`config.mk`:
```
export PLATFORM = sky130hd
export DESIGN_NAME = rf_scan_reader
export DESIGN_NICKNAME = d
export VERILOG_FILES = /design/src/rtl/rf_scan_reader.sv
export SDC_FILE = /design/constraint.sdc
export NUM_CORES = 1
export LEC_CHECK = 0
export BUFFER_PORTS_ARGS = -buffer_cell sky130_fd_sc_hd__clkbuf_2
export CORE_ASPECT_RATIO = 0.5
export CORE_MARGIN = 4
export CORE_UTILIZATION = 40
export DETAILED_ROUTE_END_ITERATION = 12
export GPL_TIMING_DRIVEN = 0
export PLACE_DENSITY = 0.65
export RECOVER_POWER = 50
export SLEW_MARGIN = 20
export SYNTH_ARGS = -nofsm -noshare
export SYNTH_HDL_FRONTEND = slang
export SYNTH_SLANG_ARGS = --single-unit
```
`constraint.sdc`:
```
create_clock -name clk -period 2.63 [get_ports clk]
set_input_delay 0.3945 -clock clk [delete_from_list [all_inputs] [get_ports clk]]
set_output_delay 0.3945 -clock clk [all_outputs]
set_load 0.1 [all_outputs]
```
`src/rtl/rf_scan_reader.sv`:
```
// Register-file scan reader: sweeps rf_read_addr from a captured first address
// to a captured last address (wrapping modulo 2^ADDR_W) and emits each sampled
// word on a valid/ready stream tagged with its address.
//
// Ports:
//   clk, rst_n        clock, asynchronous active-low reset
//   start             request a scan (sampled in IDLE only)
//   first_addr        first register to read, captured on accepted start
//   last_addr         last register to read, captured on accepted start
//   abort             terminate an active scan, no done
//   rf_read_addr      address to the register file's combinational read port
//   rf_read_data      combinational read data from the register file
//   out_valid/ready   stream handshake
//   out_addr/out_data register index and contents of the current word
//   busy              high whenever the reader is not idle
//   done              one-cycle pulse after the last word is accepted
module rf_scan_reader #(
  parameter int unsigned DATA_W = 32,
  parameter int unsigned ADDR_W = 5
) (
  input  logic              clk,
  input  logic              rst_n,
  input  logic              start,
  input  logic [ADDR_W-1:0] first_addr,
  input  logic [ADDR_W-1:0] last_addr,
  input  logic              abort,
  output logic [ADDR_W-1:0] rf_read_addr,
  input  logic [DATA_W-1:0] rf_read_data,
  output logic              out_valid,
  input  logic              out_ready,
  output logic [ADDR_W-1:0] out_addr,
  output logic [DATA_W-1:0] out_data,
  output logic              busy,
  output logic              done
);

  typedef enum logic [1:0] {
    IDLE = 2'd0,
    READ = 2'd1,
    SEND = 2'd2
  } state_t;

  state_t            state_q, state_d;
  logic [ADDR_W-1:0] ptr_q, ptr_d;
  logic [ADDR_W-1:0] last_q, last_d;
  logic [ADDR_W-1:0] out_addr_d;
  logic [DATA_W-1:0] out_data_d;
  logic              out_valid_d;
  logic              done_d;

  // State and datapath registers.
  always_ff @(posedge clk or negedge rst_n) begin
    if (!rst_n) begin
      state_q   <= IDLE;
      ptr_q     <= '0;
      last_q    <= '0;
      out_addr  <= '0;
      out_data  <= '0;
      out_valid <= 1'b0;
      done      <= 1'b0;
    end else begin
      state_q   <= state_d;
      ptr_q     <= ptr_d;
      last_q    <= last_d;
      out_addr  <= out_addr_d;
      out_data  <= out_data_d;
      out_valid <= out_valid_d;
      done      <= done_d;
    end
  end

  // Next-state and next-output logic.
  always_comb begin
    state_d     = state_q;
    ptr_d       = ptr_q;
    last_d      = last_q;
    out_addr_d  = out_addr;
    out_data_d  = out_data;
    out_valid_d = out_valid;
    done_d      = 1'b0;

    case (state_q)
      IDLE: begin
        // start takes priority over abort; abort means nothing when idle
        if (start) begin
          ptr_d   = first_addr;
          last_d  = last_addr;
          state_d = READ;
        end
      end

      READ: begin
        if (abort) begin
          out_valid_d = 1'b0;
          state_d     = IDLE;
        end else begin
          // word is a snapshot of the register file at this edge
          out_data_d  = rf_read_data;
          out_addr_d  = ptr_q;
          out_valid_d = 1'b1;
          state_d     = SEND;
        end
      end

      SEND: begin
        // abort wins over a same-cycle handshake; the word is dropped
        if (abort) begin
          out_valid_d = 1'b0;
          state_d     = IDLE;
        end else if (out_ready) begin
          out_valid_d = 1'b0;
          if (ptr_q == last_q) begin
            done_d  = 1'b1;
            state_d = IDLE;
          end else begin
            ptr_d   = ptr_q + ADDR_W'(1);
            state_d = READ;
          end
        end
      end

      default: begin
        out_valid_d = 1'b0;
        state_d     = IDLE;
      end
    endcase
  end

  // The pointer only moves on a handshake, so no new read is issued in SEND.
  assign rf_read_addr = ptr_q;
  assign busy         = (state_q != IDLE);

endmodule

```
==> metrics <==
Post-Synth Adder-Cell Area 0.585%; Final ANT Viol Nets 0; Arr. time, crit path 2240 ps; setup ws final 566 ps; Post-Syn Nets 195; post-synth top area cell dfrtp_1; R2R depth 4; final cycle utilization of the critical path 78.5%; Initial Util 42.4%; Worst Hold Class primary input to flop; synth warn 0; CTS Hold Buffers Added 0; pre-CTS worst setup slack 921 ps; combinational family with the most area after synthesis multiplexers; DIE AREA approximately 0.0067 mm²; Max Cap Violations 0; drt total wl about 4400 µm; clk_skew 4.57 ps; worst-path cell chain nand2b_1 > nor2_1 > buf_4 > mux2_1; total CTS buffers 5; Post-synth top flop dfrtp_1; register area share after synthesis 59.6%; Slew HR between 10% and 20%; largest stage delay on the critical path 630 ps; Reg2Reg Capture Point out_data[3]; dpl hpwl roughly 3500 µm; CTS root buffer clkbuf_8; 1st-iter DRT viols 74; post-synth top area share 59.6%; reg2reg setup slack 570 ps; Max FO, Critical Path 10; Worst Setup End Kind flop; WL per Instance 14.1 µm; worst-skew pair later-pin latency 290 ps; Global Route Usage Sum between 10% and 20%; grt ovf 0; Clock Tree Buf Depth 2; postcts setup bufs 0; first-pass GRT wire length 7510 µm; CTS tree yes; row cnt 18; GPL Wtd Cong 0.815; Synth Area in Compound Gates 6.37%; Avg Cell Area, Syn roughly 15 µm²; htree depth 2; setup TNS 0 ps; hold endpoint out_data[31]; Ant. Diodes 0; width of the die 111 µm; vias in the first global route 1540; Pre-Repair DR Iteration Count 4; CP max-delay cell nor2_1; drt drc 0; worst reg2reg startpoint state_q[1]; count leader, synth dfrtp_1; vias per cell around 4.8; # port buffers 91; Yosys cell types 28; post-synthesis mux area share a little under a quarter; Hold Vio Cnt, Final 0; CP Class flop to flop; critical hold path startpoint rf_read_data[31]; Worst-Margin Slew around 1200 ps; CORE AREA 0.00504 mm²; Simple-Gate Fraction of Synth Area between 6 and 7%; Synth-to-Final Area Change 29.0%; RSZ-0062 raised after global routing false; Post-synth ARST share 100%; Cell Area, Synth ~0.0021 mm²; share of cells above drive strength 1 45.1%; CP required 2810 ps; Synth Area in XOR/XNOR 2.05%; minimum clock period 2060 ps; hold path depth 2; f_max 0.484 GHz; Setup Viol. Count Final 0; post-synthesis cell count 147; initial antenna violation count 0; pin count of the biggest net entering global routing 52; # resized after CTS 0; status completed; die height 59.7 µm; register bit total from synthesis slightly above 50; # IOs 92; DR vias approximately 1500; commonest cells in the netlist dfrtp_1 (51), mux2_1 (31), mux2_2 (12); Startpoint Class flop; fin. max-slew vios 0; crit path from state_q[1]; clock-pin slew on the worst setup and hold paths about 90 ps; Total Nets Final 293; Post-synth EDFFs 0; CTS Sinks between 50 and 60; main area contributors after synthesis dfrtp_1 (60%), mux2_1 (16%), mux2_2 (6.3%), xor2_1 (2.0%), nor3_4 (1.5%)
[per-layer routing]
metal / track usage, % / vias up / part of all wire [%] / wire length [µm]
li1: - / 724 / - / -
met1: 17.4 / 739 / 43 / 1900
met2: 25.3 / 35 / 51 / 2280
met3: 4.35 / 4 / 5.0 / 224
met4: 3.64 / 0 / 0.72 / 32
met5: 0 / - / 0 / 0
[registers in the layout, indices dropped and copies added, names as in the netlist]
register      flops
last_q            5
out_valid         1
state_q           2
out_addr          5
done              1
out_data         32
rf_read_addr      5
[worst max-delay path by stage]
stage	end	slack, ps
3_3_place_gp	rf_read_addr[1]	910
4_1_cts	busy	770
2_1_floorplan	rf_read_addr[1]	550
5_1_grt	out_data[16]	390
3_5_place_dp	rf_read_addr[1]	920
6_report	out_data[3]	570
[final cells by class]
type	count	area, µm²
fillers	478	2280
repair buffers	91	447
plain buffers	4	26.3
flip-flops and latches	51	1280
inverters	3	11.3
multi-input cells	89	812
clock buffers	8	100
well taps	70	87.6
[cell usage in the layout, fill, tap and decap left out]
cell type,Yosys,routed
inv_1,3,3
a211oi_1,1,1
a2bb2oi_1,3,3
nor3_4,2,2
a221oi_1,3,3
nand2b_1,2,2
mux2_1,31,31
or2_2,1,1
a211o_1,1,1
o21ai_0,2,3
clkbuf_8,0,7
nor4_1,1,1
ha_1,1,1
nand3_1,3,3
dfrtp_1,51,51
a21oi_1,0,1
a21boi_0,1,1
a31oi_2,1,1
buf_4,3,3
nor2_1,3,4
clkbuf_1,1,9
clkbuf_2,0,84
mux2_2,12,12
nor3b_4,1,1
xor2_1,5,5
nand2_1,7,7
o22ai_1,3,3
nor2b_1,0,1
o21ai_1,2,1
[through the flow]
step           util (%)  std cells  hold slack, ps  area [µm²]
6_report           54.7        316             312        2760
5_1_grt            54.7        316             294        2760
4_1_cts            55.2        316             180        2790
3_5_place_dp       53.2        308             474        2690
3_3_place_gp       53.2        308             467        2680
2_1_floorplan         -        147            98.9        2140
[cell families (layout without fill, tap and decap cells)]
kind of cell,Yosys count,after routing
flip-flops,51,51
multiplexers,43,43
AND/OR/NAND/NOR,22,22
AO/OA/AOI/OAI,18,18
buffers and inverters,7,106
XOR/XNOR,5,5
adder cells (fa/ha/maj),1,1
[worst max-delay path, delay by kind of cell (launching register included)]
family	cells	cell delay, ps
and+or+nand+nor	2	830
DFF	1	450
muxes	1	350
buffers and inverters	1	320
Power is not shown: default switching activity piles up to over one toggle a cycle in this logic, so the estimate is an artifact.
